## src/rtl/hpc_ctrl.sv

```systemverilog
// -----------------------------------------------------------------------------
// hpc_ctrl
// Control and readout sequencer for the hardware performance counter bank.
// Owns the global count enable and clear pulse, snapshots the cycle counter
// and the event counters into shadow registers, and serves 32-bit reads of
// the shadows to two requesters (C = core CSR path, D = debug port).
//
// Ports
//   clk, rst_i               clock, synchronous active-high reset
//   cmd_valid/cmd_op/ready   command handshake (1 START, 2 STOP, 3 CLEAR, 4 SNAP)
//   cnt_en_o, cnt_clr_o      counter bank enable / one-cycle clear
//   cyc_i, cnt_val_i         live cycle counter and NUM_CNT event counters
//   req_x_valid/addr/ready   read request per requester (x = c, d)
//   rsp_x_valid/data/err     registered read response per requester
//
// Address map: 0 cyc[31:0] (latches cyc[63:32] into that requester's hi hold),
// 1 hi hold, 2..NUM_CNT+1 event counters, anything else returns err.
//
// state       | meaning
// ST_STOPPED  | counters frozen
// ST_RUNNING  | counters enabled
// ST_CLEARING | one-cycle clear pulse, then back to the state saved in ret_run
// -----------------------------------------------------------------------------
module hpc_ctrl #(
  parameter int NUM_CNT = 8,
  parameter int ADDR_W  = 4
) (
  input  logic                  clk,
  input  logic                  rst_i,
  input  logic                  cmd_valid,
  input  logic [2:0]            cmd_op,
  output logic                  cmd_ready,
  output logic                  cnt_en_o,
  output logic                  cnt_clr_o,
  input  logic [63:0]           cyc_i,
  input  logic [NUM_CNT*32-1:0] cnt_val_i,
  input  logic                  req_c_valid,
  input  logic [ADDR_W-1:0]     req_c_addr,
  output logic                  req_c_ready,
  input  logic                  req_d_valid,
  input  logic [ADDR_W-1:0]     req_d_addr,
  output logic                  req_d_ready,
  output logic                  rsp_c_valid,
  output logic [31:0]           rsp_c_data,
  output logic                  rsp_c_err,
  output logic                  rsp_d_valid,
  output logic [31:0]           rsp_d_data,
  output logic                  rsp_d_err
);

  localparam logic [2:0] OP_START = 3'd1;
  localparam logic [2:0] OP_STOP  = 3'd2;
  localparam logic [2:0] OP_CLEAR = 3'd3;
  localparam logic [2:0] OP_SNAP  = 3'd4;

  typedef enum logic [1:0] {
    ST_STOPPED  = 2'd0,
    ST_RUNNING  = 2'd1,
    ST_CLEARING = 2'd2
  } state_t;

  state_t      r_state;
  state_t      w_state_nxt;
  logic        r_ret_run;
  logic        w_ret_run_nxt;
  logic        r_cnt_en;
  logic        r_cnt_clr;
  logic        w_cmd_acc;
  logic        w_snap;

  logic [63:0] r_shadow_cyc;
  logic [31:0] r_shadow [NUM_CNT];
  logic [31:0] r_hi_c;
  logic [31:0] r_hi_d;
  logic        r_rr_d;        // 1: pointer on D, 0: pointer on C

  logic        w_gnt_c;
  logic        w_gnt_d;
  logic [31:0] w_rd_c_data;
  logic        w_rd_c_err;
  logic [31:0] w_rd_d_data;
  logic        w_rd_d_err;

  logic        r_rsp_c_valid;
  logic [31:0] r_rsp_c_data;
  logic        r_rsp_c_err;
  logic        r_rsp_d_valid;
  logic [31:0] r_rsp_d_data;
  logic        r_rsp_d_err;

  assign cmd_ready = (r_state != ST_CLEARING);
  assign w_cmd_acc = cmd_valid && cmd_ready;
  assign w_snap    = w_cmd_acc && (cmd_op == OP_SNAP);
  assign cnt_en_o  = r_cnt_en;
  assign cnt_clr_o = r_cnt_clr;

  always_comb begin
    w_state_nxt   = r_state;
    w_ret_run_nxt = r_ret_run;
    case (r_state)
      ST_STOPPED: begin
        if (w_cmd_acc && cmd_op == OP_START) begin
          w_state_nxt = ST_RUNNING;
        end else if (w_cmd_acc && cmd_op == OP_CLEAR) begin
          w_state_nxt   = ST_CLEARING;
          w_ret_run_nxt = 1'b0;
        end
      end
      ST_RUNNING: begin
        if (w_cmd_acc && cmd_op == OP_STOP) begin
          w_state_nxt = ST_STOPPED;
        end else if (w_cmd_acc && cmd_op == OP_CLEAR) begin
          w_state_nxt   = ST_CLEARING;
          w_ret_run_nxt = 1'b1;
        end
      end
      ST_CLEARING: w_state_nxt = r_ret_run ? ST_RUNNING : ST_STOPPED;
      default:     w_state_nxt = ST_STOPPED;
    endcase
  end

  // Ready is purely combinational: a lone requester always wins, a tie goes
  // to the round-robin pointer.
  assign w_gnt_c     = req_c_valid && (!req_d_valid || !r_rr_d);
  assign w_gnt_d     = req_d_valid && (!req_c_valid ||  r_rr_d);
  assign req_c_ready = w_gnt_c;
  assign req_d_ready = w_gnt_d;

  // Event-counter region of the map; returns {err, data}.
  function automatic logic [32:0] rd_cnt(input logic [ADDR_W-1:0] addr);
    logic [32:0] v;
    v = {1'b1, 32'h0};
    for (int k = 0; k < NUM_CNT; k++) begin
      if (addr == ADDR_W'(k + 2)) v = {1'b0, r_shadow[k]};
    end
    return v;
  endfunction

  always_comb begin
    w_rd_c_data = 32'h0;
    w_rd_c_err  = 1'b0;
    if (req_c_addr == ADDR_W'(0))      w_rd_c_data = r_shadow_cyc[31:0];
    else if (req_c_addr == ADDR_W'(1)) w_rd_c_data = r_hi_c;
    else {w_rd_c_err, w_rd_c_data} = rd_cnt(req_c_addr);
  end

  always_comb begin
    w_rd_d_data = 32'h0;
    w_rd_d_err  = 1'b0;
    if (req_d_addr == ADDR_W'(0))      w_rd_d_data = r_shadow_cyc[31:0];
    else if (req_d_addr == ADDR_W'(1)) w_rd_d_data = r_hi_d;
    else {w_rd_d_err, w_rd_d_data} = rd_cnt(req_d_addr);
  end

  // A read and a SNAP on the same edge: the response register captures the
  // old shadow while the shadows take the new snapshot.
  always_ff @(posedge clk) begin
    if (rst_i) begin
      r_state       <= ST_STOPPED;
      r_ret_run     <= 1'b0;
      r_cnt_en      <= 1'b0;
      r_cnt_clr     <= 1'b0;
      r_shadow_cyc  <= 64'h0;
      for (int k = 0; k < NUM_CNT; k++) r_shadow[k] <= 32'h0;
      r_hi_c        <= 32'h0;
      r_hi_d        <= 32'h0;
      r_rr_d        <= 1'b0;
      r_rsp_c_valid <= 1'b0;
      r_rsp_c_data  <= 32'h0;
      r_rsp_c_err   <= 1'b0;
      r_rsp_d_valid <= 1'b0;
      r_rsp_d_data  <= 32'h0;
      r_rsp_d_err   <= 1'b0;
    end else begin
      r_state   <= w_state_nxt;
      r_ret_run <= w_ret_run_nxt;
      r_cnt_en  <= (w_state_nxt == ST_RUNNING);
      r_cnt_clr <= (w_state_nxt == ST_CLEARING);
      if (w_snap) begin
        r_shadow_cyc <= cyc_i;
        for (int k = 0; k < NUM_CNT; k++) r_shadow[k] <= cnt_val_i[32*k +: 32];
      end
      if (w_gnt_c && req_c_addr == ADDR_W'(0)) r_hi_c <= r_shadow_cyc[63:32];
      if (w_gnt_d && req_d_addr == ADDR_W'(0)) r_hi_d <= r_shadow_cyc[63:32];
      if (w_gnt_c)      r_rr_d <= 1'b1;
      else if (w_gnt_d) r_rr_d <= 1'b0;
      r_rsp_c_valid <= w_gnt_c;
      r_rsp_c_data  <= w_gnt_c ? w_rd_c_data : 32'h0;
      r_rsp_c_err   <= w_gnt_c && w_rd_c_err;
      r_rsp_d_valid <= w_gnt_d;
      r_rsp_d_data  <= w_gnt_d ? w_rd_d_data : 32'h0;
      r_rsp_d_err   <= w_gnt_d && w_rd_d_err;
    end
  end

  assign rsp_c_valid = r_rsp_c_valid;
  assign rsp_c_data  = r_rsp_c_data;
  assign rsp_c_err   = r_rsp_c_err;
  assign rsp_d_valid = r_rsp_d_valid;
  assign rsp_d_data  = r_rsp_d_data;
  assign rsp_d_err   = r_rsp_d_err;

endmodule

```

## config.mk

```make
export PLATFORM = sky130hd
export DESIGN_NAME = hpc_ctrl
export DESIGN_NICKNAME = d
export VERILOG_FILES = /design/src/rtl/hpc_ctrl.sv
export SDC_FILE = /design/constraint.sdc
export NUM_CORES = 1
export LEC_CHECK = 0
export ABC_AREA = 0
export BUFFER_PORTS_ARGS = -buffer_cell sky130_fd_sc_hd__buf_2
export CAP_MARGIN = 20
export CORE_MARGIN = 5
export CORE_UTILIZATION = 26
export DETAILED_ROUTE_END_ITERATION = 12
export GPL_TIMING_DRIVEN = 0
export PLACE_DENSITY = 0.53
export SLEW_MARGIN = 30
export SYNTH_ARGS = -nofsm -noshare
export SYNTH_HDL_FRONTEND = slang
export SYNTH_SLANG_ARGS = --single-unit
```

## constraint.sdc

```tcl
create_clock -name clk -period 8.9 [get_ports clk]
set_input_delay 1.78 -clock clk [delete_from_list [all_inputs] [get_ports clk]]
set_output_delay 1.78 -clock clk [all_outputs]
set_load 0.02 [all_outputs]
```

==> out/metrics.cfg, run 1 <==
[drt]
vias_per_cell=5.11
finalWirelength_mm=103
drt_pass1_iterations=5
num_vias=19700
wl_per_cell_um=26.9
drtIter0Drc=2079
drc=0
ant_nets=0

[clock_tree]
cts_tree=built
clkTransAtPathRegs_ps=60
cts_sinks=458
post-cts-setup-buffers=0
h-tree-depth=2
insertion_delay_ps=620
clockBufferDepth=3
cts_resized=0
root_buffer=clkbuf_16
cts_made_buffers=54
cts_hold_buf=0

[setup_path]
startpoint_type=input port
path_cells=buf_2, a21boi_0, buf_2
crit_top_cell=buf_2
cp_max_fo=5
cp_slowest_stage_delay_ps=670
cp-end-kind=output port
r2r-start=r_state[0]$_SDFF_PP0_
r2r_slack_ps=5880
required_ps=7120
r2r_end=r_shadow[0][66]$_SDFFCE_PN0P_
reg2regPathDepth=6
critical_path_class=input port to output port
slowest_stage=a21boi_0
critPathArrivalTime_ps=2880

[power_and_ir_drop]
swShare_pct=26.5
p_comb_share_pct=10.7
p_total_mw=5.17
p_sw_mw=1.37
powerDensity_mw_per_mm2=192
seqPwrFrac_pct=45.6
p_leak_nw=10.2
vdd_ir_drop_max_uv=154
p_int_mw=3.80
clkPwrFrac_pct=43.7

[finish]
fillCellCount=8643
finalNetCount=3062
seq_area_mm2=0.0117
stdcell_count=3849
drive_gt1_share_pct=21.9
stdcell_area_mm2=0.0270
area_growth_syn_to_layout_pct=24.5
multi_input_area_mm2=0.00895
post-route-util_pct=32.7

[global_route]
grt_pass1_wl_mm=142
grt_max_degree=51
grt_pass1_vias=19200
antenna_found_initial=21
grt_util_all_layers_pct=22.0
gr-total-overflow=0

[logic_synthesis]
syn_inst=2258
synth_commonest_cells=a21oi_1 (324), nand2_1 (268), edfxtp_1 (256), dfxtp_1 (202), and2_1 (193)
synth_edf_count=256
synth_area_leader_cell=edfxtp_1
synth_seq_cells=458
synth_area_leaders=edfxtp_1 (36%), dfxtp_1 (19%), a21oi_1 (7.5%), and2_1 (5.6%), nand2_1 (4.6%)
async_flop_share_pct=0
syn_area_per_cell_um2=9.59
ys_warn_count=0
syn_area_mm2=0.0217
synth_top_flop_cell=edfxtp_1
netlist.area_leader.share_pct=35.5
synth_cell_types=58
postSynthNetCount=2594
yosysMostFrequentCell=a21oi_1
yosysSeqAreaShare_pct=54.2

[placement]
dp_hpwl_mm=83.0
port_buffers=406
placed_area_mm2=0.0252
place_congestion=0.945
place_ws_ps=4300
post-place-cells=3740

[die]
io_pins=409
rows=105
dieHeight_um=299
chipWidth_um=299
coreArea_mm2=0.0824
die-area_mm2=0.0892
start_util_pct=26.3

[sta]
timing.hold.ws_ps=454
slew_headroom_pct=38.9
fin_worst_skew_ps=20.1
setup_violations=0
finalMaxSlewViolations=0
tightest_slew_ps=910
rsz0062_at_grt=false
setup_ws_ps=4240
fin_crit_sh_pct=52.3
fin_crit_ps=4660
fin_setup_tns_ps=0
fmax_ghz=0.215
hold_viol=0

[worst_hold_path]
hold_path.class=register to register
hold-path-cell-count=2
whs_endpoint=r_hi_c[19]$_SDFFE_PP0P_
worstHoldStart=r_hi_c[19]$_SDFFE_PP0P_

[outcome]
run_status=finished clean

[run]
drv_cap=0

## worst max path at each step
| stage | startpoint | endpoint | slack, ps | cells after the start |
|---|---|---|---|---|
| CTS | req_d_valid | req_c_ready | 4300 | 3 |
| detailed placement | req_d_valid | req_c_ready | 4300 | 3 |
| finish | req_d_valid | req_c_ready | 4240 | 3 |
| global route | req_d_valid | req_c_ready | 4240 | 3 |
| floorplan | rst_i | r_shadow[0][0]$_SDFFCE_PN0P_ | 2780 | 3 |
| global placement | rst_i | r_shadow[0][90]$_SDFFCE_PN0P_ | 460 | 4 |
## placed cells by master (no fill, tap or decap), drive strengths merged, types with 3 or more instances in the layout
cell / count
buf: 497
a21oi: 324
nand2: 268
edfxtp: 256
dfxtp: 202
and2: 193
clkbuf: 188
nor2: 172
nor2b: 104
o22ai: 93
a22oi: 70
o21ai: 69
a22o: 60
nor3: 57
o2bb2ai: 28
o221a: 27
o22a: 25
clkinv: 25
nand2b: 16
inv: 13
nor3b: 10
diode: 8
o21a: 8
mux2i: 6
bufinv: 5
a31oi: 4
or3: 4
o32ai: 4
and3: 4
clkinvlp: 4
mux2: 3
a311oi: 3
a21o: 3
o211ai: 3
o2111ai: 3
or2: 3
## cells by family after synthesis
| family | Yosys count | share of synthesized area [%] |
|---|---|---|
| and+or+nand+nor | 843 | 19.5 |
| DFF | 458 | 54.2 |
| buffers and inverters | 219 | 4.54 |
| muxes | 9 | 0.433 |
| AOI/OAI and AO/OA | 729 | 21.4 |
## power by group through the flow
stage | sequential (mW) | clock [mW] | combinational (mW)
floorplan | 2.40 | 0 | 0.262
global placement | 2.42 | 0 | 0.533
detailed placement | 2.40 | 0 | 0.543
CTS | 2.36 | 2.29 | 0.545
global route | 2.36 | 2.38 | 0.583
finish | 2.36 | 2.26 | 0.552
## flip-flops by register name, indices dropped and copies added (netlist names)
name	count
r_ret_run	1
cnt_en_o	1
r_shadow_cyc	64
rsp_d_valid	1
rsp_d_data	32
rsp_c_valid	1
r_rr_d	1
rsp_c_err	1
r_state	2
rsp_c_data	32
cnt_clr_o	1
rsp_d_err	1
r_hi_c	32
r_shadow	256
r_hi_d	32
## layer usage
metal	GRT usage, %	vias up	wire [µm]
met5	0	-	106
met4	4.98	16	2400
met3	4.46	139	8970
met2	37.0	1029	48900
met1	29.2	9423	43000
li1	-	9056	-
## critical path, delay by kind of cell
family	cells	cell delay, ps
buffers and inverters	2	430
AO/OA/AOI/OAI	1	670
## final cells by class
cell class | instances | area share, %
antenna | 8 | 0.0742
tap | 1070 | 4.96
buffer | 206 | 3.48
multi-input combinational | 1581 | 33.2
timing repair buffer | 412 | 8.09
clock buffer | 67 | 5.43
clock inverter | 34 | 1.10
sequential | 458 | 43.5
inverter | 13 | 0.181
Power figures use the tool's default switching activity.
==> run 2, diff against run 1 <==
Settings changed: PLACE_DENSITY 0.53 to 0.52.
Clock period 8.9 ns to 4.8 ns, I/O delays scaled along.
==> run 2 against run 1 <==
- routed wire length is 1.4% lower
- clock skew increased by 15 ps
- non-clock buffer count unchanged
- highest routed layer unchanged
==> out/metrics.cfg, run 2 (same netlist as run 1, synthesis figures left out) <==
[die]
rows=105  ; unchanged
coreArea_mm2=0.0824  ; unchanged
dieHeight_um=299  ; unchanged
die-area_mm2=0.0892  ; unchanged
chipWidth_um=299  ; unchanged
io_pins=409  ; unchanged
start_util_pct=26.3  ; unchanged

[drt]
ant_nets=0  ; unchanged
num_vias=19500  ; was 19700
drtIter0Drc=2083  ; was 2079
drt_pass1_iterations=6  ; was 5
wl_per_cell_um=26.5  ; was 26.9 µm
drc=0  ; unchanged
vias_per_cell=5.08  ; was 5.11
finalWirelength_mm=102  ; was 103 mm

[sta]
fin_setup_tns_ps=0  ; unchanged
setup_violations=0  ; unchanged
fin_crit_ps=3250
hold_viol=0  ; unchanged
slew_headroom_pct=32.1  ; was 38.9%
finalMaxSlewViolations=0  ; unchanged
timing.hold.ws_ps=455  ; was 454 ps
rsz0062_at_grt=false  ; unchanged
fin_worst_skew_ps=35.2  ; was 20.1 ps
setup_ws_ps=1550  ; was 4240 ps
fmax_ghz=0.308
tightest_slew_ps=1020  ; was 910 ps
fin_crit_sh_pct=67.7

[worst_hold_path]
hold_path.class=register to register  ; unchanged

[global_route]
grt_util_all_layers_pct=21.6  ; was 22.0%
grt_pass1_vias=19000  ; was 19200
grt_pass1_wl_mm=140  ; was 142 mm
grt_max_degree=49  ; was 51
antenna_found_initial=20  ; was 21
gr-total-overflow=0  ; unchanged

[placement]
dp_hpwl_mm=82.9  ; was 83.0 mm
place_ws_ps=974  ; was 4300 ps
place_congestion=0.946  ; was 0.945
port_buffers=406  ; unchanged

[run]
drv_cap=0  ; unchanged

[setup_path]
path_buf_inv=3  ; was 2
cp-end-kind=register  ; was output port
required_ps=5260  ; was 7120 ps
crit_family=buffers and inverters  ; was compound AO/OA/AOI/OAI gates
cp_max_fo=10  ; was 5
r2r_slack_ps=1620  ; was 5880 ps
path_cells=buf_2, nor2_1, nand4_1, nor2_1, clkbuf_1, clkbuf_1, and2_1  ; was buf_2, a21boi_0, buf_2
slowest_stage=clkbuf_1  ; was a21boi_0
startpoint_type=input port  ; unchanged
critPathArrivalTime_ps=3710  ; was 2880 ps
critical_path_class=input port to register  ; was input port to output port
cp_slowest_stage_delay_ps=820  ; was 670 ps

[finish]
area_growth_syn_to_layout_pct=24.4  ; was 24.5%
layout_commonest_cell=buf_2  ; unchanged
seq_area_mm2=0.0117  ; unchanged
regMostFlops=r_shadow  ; unchanged
top_regs=r_shadow (256), r_shadow_cyc (64)  ; unchanged
largest_register_ffs=256  ; unchanged
fillCellCount=8692  ; was 8643
drive_gt1_share_pct=22.0  ; was 21.9%
finalNetCount=3060  ; was 3062
layout_common_cells=buf_2 (459), a21oi_1 (324), nand2_1 (268)  ; unchanged
multi_input_area_mm2=0.00895  ; unchanged
post-route-util_pct=32.7  ; about the same

[clock_tree]
clkTransAtPathRegs_ps=60  ; about the same
root_buffer=clkbuf_16  ; unchanged
h-tree-depth=2  ; unchanged
clockBufferDepth=3  ; unchanged
cts_resized=0  ; unchanged
insertion_delay_ps=620  ; about the same
cts_sinks=458  ; unchanged
post-cts-setup-buffers=0  ; unchanged
cts_tree=built  ; unchanged
cts_made_buffers=52  ; was 54
cts_hold_buf=0  ; unchanged

[power_and_ir_drop]
p_total_mw=9.52  ; was 5.17 mW
powerDensity_mw_per_mm2=353  ; was 192 mW/mm²
vdd_ir_drop_max_uv=232  ; was 154 µV
p_leak_nw=10.2  ; about the same

[outcome]
run_status=finished clean  ; unchanged

-- run 2: power breakdown --
group / total (mW) / switching [mW] / leakage [nW] / internal (mW)
Combinational: 1.02 / 0.667 / 4.97 / 0.349
Clock: 4.13 / 1.73 / 0.836 / 2.40
Sequential: 4.38 / 0.103 / 4.37 / 4.27
-- run 2: path summary, 6_finish.rpt --
check	from	endpoint	cells past startpoint
worst max register to register	r_state[0]$_SDFF_PP0_	r_shadow[0][94]$_SDFFCE_PN0P_	6
worst min register to register	r_hi_c[8]$_SDFFE_PP0P_	r_hi_c[8]$_SDFFE_PP0P_	2
worst max-delay path	cmd_op[0]	r_shadow[0][94]$_SDFFCE_PN0P_	7
worst min-delay path	r_hi_c[8]$_SDFFE_PP0P_	r_hi_c[8]$_SDFFE_PP0P_	2
-- run 2: cell type report --
type	count	area share, %
plain buffers	206	3.47
clock buffers	58	4.99
repair buffers	412	8.08
well taps	1070	4.97
diodes	6	0.0558
clock inverters	36	1.46
inverters	13	0.181
multi-input cells	1581	33.2
flip-flops and latches	458	43.6
-- run 2: worst min-delay path, cell delays in order, from the launching register on --
cell and delay [ps]:
dfxtp_1 310, nand2_1 50, a21oi_1 50
-- run 2: layer usage --
metal / wire (µm) / vias to the layer above / global-route usage (%) / part of all wire, %
met5: 114 / - / 0 / 0.11
met4: 3500 / 20 / 6.56 / 3.4
met3: 8640 / 169 / 4.71 / 8.5
met2: 47500 / 969 / 35.9 / 47
met1: 42200 / 9300 / 28.3 / 41
li1: - / 9054 / - / -
-- run 2: per-stage QoR --
step | area [µm²] | cells
after CTS | 26900 | 3834
after global placement | 25000 | 3734
after global routing | 26900 | 3836
after detailed placement | 25200 | 3740
after floorplan | 21700 | 2258
final | 26900 | 3840
